<file path="src/rtl/cursor_coord_gen.sv">
// Cell-index to pixel coordinate generator: single offset point with edge
// saturation, or a row-major sweep of a square brush footprint, on valid/ready.
module cursor_coord_gen #(
    parameter int IDX_W      = 6,
    parameter int SCALE_LOG2 = 2,
    parameter int OFF_W      = 3,
    parameter int OUT_W      = 9,
    parameter int MAX_X      = 255,
    parameter int MAX_Y      = 255
) (
    input  logic             clk,
    input  logic             rst,
    input  logic             start,
    input  logic             mode,
    input  logic             sum,
    input  logic             axis,
    input  logic [OFF_W-1:0] c,
    input  logic [OFF_W-1:0] radius,
    input  logic [IDX_W-1:0] in_x,
    input  logic [IDX_W-1:0] in_y,
    input  logic             out_ready,
    output logic [OUT_W-1:0] out_x,
    output logic [OUT_W-1:0] out_y,
    output logic             out_valid,
    output logic             busy,
    output logic             done
);

    localparam int W = OUT_W + 2;
    localparam logic signed [W-1:0] ZERO_S  = {W{1'b0}};
    localparam logic signed [W-1:0] ONE_S   = {{(W-1){1'b0}}, 1'b1};
    localparam logic signed [W-1:0] MAX_X_S = W'(MAX_X);
    localparam logic signed [W-1:0] MAX_Y_S = W'(MAX_Y);

    typedef enum logic [1:0] {
        ST_IDLE   = 2'd0,
        ST_SINGLE = 2'd1,
        ST_SWEEP  = 2'd2,
        ST_FINISH = 2'd3
    } state_t;

    function automatic logic [OUT_W-1:0] clamp_px(input logic signed [W-1:0] v,
                                                  input logic signed [W-1:0] vmax);
        logic signed [W-1:0] t;
        if (v < ZERO_S) begin
            t = ZERO_S;
        end else if (v > vmax) begin
            t = vmax;
        end else begin
            t = v;
        end
        return OUT_W'(t);
    endfunction

    state_t                   state_q, state_d;
    logic signed [W-1:0]      bx_q, bx_d, by_q, by_d;
    logic signed [W-1:0]      dx_q, dx_d, dy_q, dy_d;
    logic        [OFF_W-1:0]  r_q, r_d;
    logic                     last_q, last_d;
    logic        [OUT_W-1:0]  out_x_q, out_x_d, out_y_q, out_y_d;
    logic                     out_valid_q, out_valid_d;
    logic                     busy_q, busy_d, done_q, done_d;

    logic signed [W-1:0]      base_x_s, base_y_s, c_s, r_in_s, r_lat_s;
    logic signed [W-1:0]      off_x_s, off_y_s, cand_x_s, cand_y_s;
    logic                     adv_s, in_range_s;

    // Next-state, datapath and registered-output computation
    always_comb begin
        state_d     = state_q;
        bx_d        = bx_q;
        by_d        = by_q;
        dx_d        = dx_q;
        dy_d        = dy_q;
        r_d         = r_q;
        last_d      = last_q;
        out_x_d     = out_x_q;
        out_y_d     = out_y_q;
        out_valid_d = out_valid_q;

        base_x_s   = W'(in_x) << SCALE_LOG2;
        base_y_s   = W'(in_y) << SCALE_LOG2;
        c_s        = W'(c);
        r_in_s     = W'(radius);
        r_lat_s    = W'(r_q);
        off_x_s    = sum ? (base_x_s + c_s) : (base_x_s - c_s);
        off_y_s    = sum ? (base_y_s + c_s) : (base_y_s - c_s);
        cand_x_s   = bx_q + dx_q;
        cand_y_s   = by_q + dy_q;
        adv_s      = !out_valid_q || out_ready;
        in_range_s = (cand_x_s >= ZERO_S) && (cand_x_s <= MAX_X_S) &&
                     (cand_y_s >= ZERO_S) && (cand_y_s <= MAX_Y_S);

        case (state_q)
            ST_IDLE: begin
                if (start) begin
                    bx_d = base_x_s;
                    by_d = base_y_s;
                    r_d  = radius;
                    if (!mode) begin
                        state_d     = ST_SINGLE;
                        out_valid_d = 1'b1;
                        if (!axis) begin
                            out_x_d = clamp_px(off_x_s, MAX_X_S);
                            out_y_d = clamp_px(base_y_s, MAX_Y_S);
                        end else begin
                            out_x_d = clamp_px(base_x_s, MAX_X_S);
                            out_y_d = clamp_px(off_y_s, MAX_Y_S);
                        end
                    end else begin
                        state_d     = ST_SWEEP;
                        dx_d        = -r_in_s;
                        dy_d        = -r_in_s;
                        last_d      = 1'b0;
                        out_valid_d = 1'b0;
                    end
                end else begin
                    state_d = ST_IDLE;
                end
            end
            ST_SINGLE: begin
                if (out_ready) begin
                    out_valid_d = 1'b0;
                    state_d     = ST_FINISH;
                end else begin
                    state_d = ST_SINGLE;
                end
            end
            ST_SWEEP: begin
                if (!adv_s) begin
                    state_d = ST_SWEEP;
                end else if (last_q) begin
                    out_valid_d = 1'b0;
                    state_d     = ST_FINISH;
                end else begin
                    // Off-screen slots are dropped, not clamped: one idle cycle each
                    if (in_range_s) begin
                        out_x_d     = OUT_W'(cand_x_s);
                        out_y_d     = OUT_W'(cand_y_s);
                        out_valid_d = 1'b1;
                    end else begin
                        out_valid_d = 1'b0;
                    end
                    if (dx_q == r_lat_s) begin
                        if (dy_q == r_lat_s) begin
                            last_d = 1'b1;
                        end else begin
                            dx_d = -r_lat_s;
                            dy_d = dy_q + ONE_S;
                        end
                    end else begin
                        dx_d = dx_q + ONE_S;
                    end
                end
            end
            ST_FINISH: begin
                state_d = ST_IDLE;
            end
            default: begin
                state_d     = ST_IDLE;
                out_valid_d = 1'b0;
            end
        endcase

        done_d = (state_d == ST_FINISH);
        busy_d = (state_d != ST_IDLE);
    end

    // State and output registers, updated on the falling edge of the cursor path
    always_ff @(negedge clk) begin
        if (rst) begin
            state_q     <= ST_IDLE;
            bx_q        <= ZERO_S;
            by_q        <= ZERO_S;
            dx_q        <= ZERO_S;
            dy_q        <= ZERO_S;
            r_q         <= {OFF_W{1'b0}};
            last_q      <= 1'b0;
            out_x_q     <= {OUT_W{1'b0}};
            out_y_q     <= {OUT_W{1'b0}};
            out_valid_q <= 1'b0;
            busy_q      <= 1'b0;
            done_q      <= 1'b0;
        end else begin
            state_q     <= state_d;
            bx_q        <= bx_d;
            by_q        <= by_d;
            dx_q        <= dx_d;
            dy_q        <= dy_d;
            r_q         <= r_d;
            last_q      <= last_d;
            out_x_q     <= out_x_d;
            out_y_q     <= out_y_d;
            out_valid_q <= out_valid_d;
            busy_q      <= busy_d;
            done_q      <= done_d;
        end
    end

    assign out_x     = out_x_q;
    assign out_y     = out_y_q;
    assign out_valid = out_valid_q;
    assign busy      = busy_q;
    assign done      = done_q;

endmodule

</file>
<file path="config.mk">
export PLATFORM = sky130hd
export DESIGN_NAME = cursor_coord_gen
export DESIGN_NICKNAME = d
export VERILOG_FILES = /design/src/rtl/cursor_coord_gen.sv
export SDC_FILE = /design/constraint.sdc
export NUM_CORES = 1
export LEC_CHECK = 0
export ABC_AREA = 1
export ABC_CLOCK_PERIOD_IN_PS = 3500
export BUFFER_PORTS_ARGS = -buffer_cell sky130_fd_sc_hd__buf_2
export CORE_AREA = 2 2 93 95
export DETAILED_ROUTE_END_ITERATION = 8
export DIE_AREA = 0 0 95 97
export PLACE_DENSITY = 0.8
export SYNTH_ARGS = -nofsm -noshare
export SYNTH_HDL_FRONTEND = slang
export SYNTH_SLANG_ARGS = --single-unit
</file>
<file path="constraint.sdc">
create_clock -name clk -period 3.5 [get_ports clk]
set_input_delay 0.7 -clock clk [delete_from_list [all_inputs] [get_ports clk]]
set_output_delay 0.7 -clock clk [all_outputs]
set_load 0.02 [all_outputs]
</file>
Word level (Yosys, flattened, before mapping)

Cells that the tools add are included.

Add/subtract/negate cells: 10
Magnitude comparators: 12
Equal/unequal tests: 16
Mux-type cells: 56
Reduce and logical (&&, ||, !) cells: 15

Operators by type and width:

| cell                  | count |
|---|---|
| $mux 9                | 16 |
| $mux 11               | 12 |
| $pmux 11 s2           | 2 |
| $pmux 9 s2            | 2 |
| $mux 8                | 4 |
| $add 11x2->11 const B | 2 |
| $add 9x11->11         | 2 |
| $eq 11x4->1           | 2 |
| $ge 11x1->1 const B   | 2 |
| $gt 11x9->1 const B   | 2 |
| $le 11x9->1 const B   | 2 |
| $lt 11x1->1 const B   | 2 |
| $neg 3->11            | 2 |
| $add 8x3->9           | 2 |
| $ne 2x2->1 const B    | 9 |
| $sub 8x3->9           | 2 |
| $gt 8x8->1 const B    | 2 |
| $lt 8x1->1 const B    | 2 |
| $mux 1                | 12 |
| $reduce_and 6->1      | 2 |
| $mux 2                | 5 |
| $pmux 2 s4            | 1 |
| $reduce_and 4->1      | 2 |
| $reduce_and 7->1      | 1 |
| 12 further kinds      | 17 |

Register bits after elaboration: 61
Bits of input ports: 25
Output and inout port bits: 21

Longest topological paths before layout

Depth in word-level cells: 9
Depth in mapped cells: 18
Gate-level depth less buffers: 17

==> run metrics <==
Layout area overhead 34.4%; syn_area_per_cell 6.20 µm²; maximum clock insertion buffer count 2; IO buf count 45; Worst setup SP type primary input; floorplan die height 97 µm; final setup vio count 1; Max Fanout on Critical Path 4; first-pass GRT wire length 23500 µm; layout cell share with drive strength beyond 1 23.1%; WHS 0.433 ns; Worst Max-Slew Pin Slew 0.534 ns; ranking of synthesized cells by area dfxtp_1, nand2_1, inv_1, ha_1, o21ai_0; RSZ-0062 raised after global routing true; CP required 2.04 ns; clock share of power 31.5%; most frequent cell after synthesis nand2_1; syn nets 827; Worst Setup End Kind register; synthesized area 4770 µm²; Worst Path Arrival 2.05 ns; Sw Pwr 1.37 mW; DP HPWL 9990 µm; Num Clock Sinks 61; CP dominant cell by count nand2_1; register bit count reported by yosys 61; Max IR drop VDD 0.268 mV; Layout Utilization 78.8%; TritonRoute pass-1 iters 5; largest area contributor in the netlist dfxtp_1; Final WS setup -0.0103 ns; num ports 46; total clock buffers created by CTS 9; Sequential Power Share 29.8%; Clock Skew 0.0216 ns; Pwr per Cell Area 481 nW/µm²; relative slew slack 63.5%; vias in the first global route 5413; drt via density 5.41; clock latency on the worst-skew pair 0.41 ns; Cells after Synth 769; async set-reset flop share out of synthesis 0%; post-route ant nets 0; DRC viols 0; Die Width 95 µm; gr ovfl total 0; detailed-route via count 5611; Synth top area share 25.6%; status finished with violations; Hold-fix buffers, CTS 0; global-route usage over all layers 31.0%; worst hold path class register to register; critical path class primary input to register; Hold Startpoint out_y[8]$_SDFFE_NP0P_; Leak 3.32 nW; CP startpoint c[2]; Logic pwr share 38.7%; die footprint 9220 µm²; post-layout net count 985; failing checks negative setup slack; main flop type after synthesis dfxtp_1; CTS tree done; EDFF count, synth 0; Root Driver clkbuf_8; clock-pin transition on the worst setup and hold timing paths 0.04 ns; Initial Util 58.6%; synth unique cells 39; internal power 1.71 mW; Max-cap violations 0; DRT Wirelength 14400 µm; Crit-path slowest cell a21oi_1; antenna violations before repair 0; Slew Limit Fails 0; reg2reg start dy_q[2]$_SDFFE_NP0P_; YS warnings 0; register area share after synthesis 25.6%; largest net degree at the start of global routing 56; CTS HTree Levels 3; Net Sw Frac 44.5%; Detailed Route Iter0 Violations 312; CORE AREA 8130 µm²; Rows 33; CP peak stage delay 0.20 ns; CP cell instances buf_12 -> inv_12 -> ha_4 -> nor2_4 -> nand4_1 -> nand2_1 -> nand2_2 -> a21oi_2 -> o21ai_1 -> a21oi_1 -> nand3_1 -> nand2_1 -> nor2_1; GP Congestion 1.00; Avg WL per Cell 13.8 µm; Synth top cells by count nand2_1, inv_1, nor2_1, o21ai_0, a21oi_1; n_diodes 0; final hold violations 0
==> worst max-delay path, delay by kind of cell <==
family	cells	cell delay, ns
compound gates	3	0.36
buf+inv	2	0.14
simple gates	7	0.69
fa+ha+maj	1	0.16
==> registers in the layout (all words and copies together) (netlist names) <==
name	flops
bx_q	6
state_q	2
dy_q	11
out_y	9
out_valid	1
dx_q	11
out_x	9
r_q	3
done	1
by_q	6
last_q	1
busy	1
==> final timing paths <==
kind                                 to  slack, ns  cells after the start
setup reg to reg  out_x[3]$_SDFFE_NP0P_       0.71                     15
hold reg to reg   out_y[8]$_SDFFE_NP0P_       0.43                      2
hold / removal    out_y[8]$_SDFFE_NP0P_       0.43                      2
setup / recovery  out_y[6]$_SDFFE_NP0P_      -0.01                     13
==> logic make-up after synthesis <==
logic type | synth area share (%)
buf+inv | 11.8
compound gates | 19.3
flops | 25.6
fa+ha+maj | 8.97
simple gates | 32.1
xor+xnor | 2.20
==> metrics by stage <==
stage | instance area (µm²) | worst slack [ns] | setup TNS (ns) | cells | total power [mW]
after floorplan | 4940 | -0.169 | -2.96 | 769 | 1.79
final | 6410 | -0.0103 | -0.0103 | 1037 | 3.08
after detailed placement | 5620 | -0.583 | -18.69 | 952 | 2.13
after global placement | 5620 | -0.536 | -17.85 | 952 | 2.10
after global routing | 6410 | -0.114 | -1.12 | 1037 | 3.34
after CTS | 6160 | 0.00116 | 0 | 1032 | 3.04
==> power groups by stage <==
stage / clock network, mW / logic (mW) / registers (mW)
floorplan: 0.108 / 0.736 / 0.945
global placement: 0.108 / 1.08 / 0.920
detailed placement: 0.108 / 1.10 / 0.923
CTS: 0.999 / 1.13 / 0.914
global route: 1.08 / 1.33 / 0.931
finish: 0.973 / 1.19 / 0.918
==> metal layers <==
metal	global-route usage, %	up-vias	routed length (µm)
li1	-	2838	-
met1	38.5	2521	6180
met2	50.9	226	6860
met3	7.01	26	1090
met4	12.9	0	221
met5	0	-	0
==> placed cells by master, fill, tap and decap left out, drive strengths merged, types with 2 or more instances in the layout <==
master     n
a2111oi    2
clkbuf     9
nor3       9
o22ai      8
a31oi      7
clkinv     3
nand3     66
a21oi     73
dfxtp     61
nand3b     3
buf      110
or2        4
inv      178
ha        31
nor2      87
fa         2
nand4     16
xor2      11
nand2    169
o21ai     77
==> area by class of cell <==
cell class	count	area, µm²
sequential	61	1220
timing repair buffer	110	807
fill	595	1730
inverter	114	459
clock inverter	68	309
clock buffer	9	124
multi-input combinational	570	3360
tap	105	131
==> timing repair <==
action | in CTS | in global routing
endpoints found under the setup margin | 30 | 31
hold endpoints to repair | 0 | 0
setup buffers | 4 | 5
pin swaps | 7 | 44
gates resized for setup | 22 | 55
No activity file was read; power rests on OpenSTA's default activity.
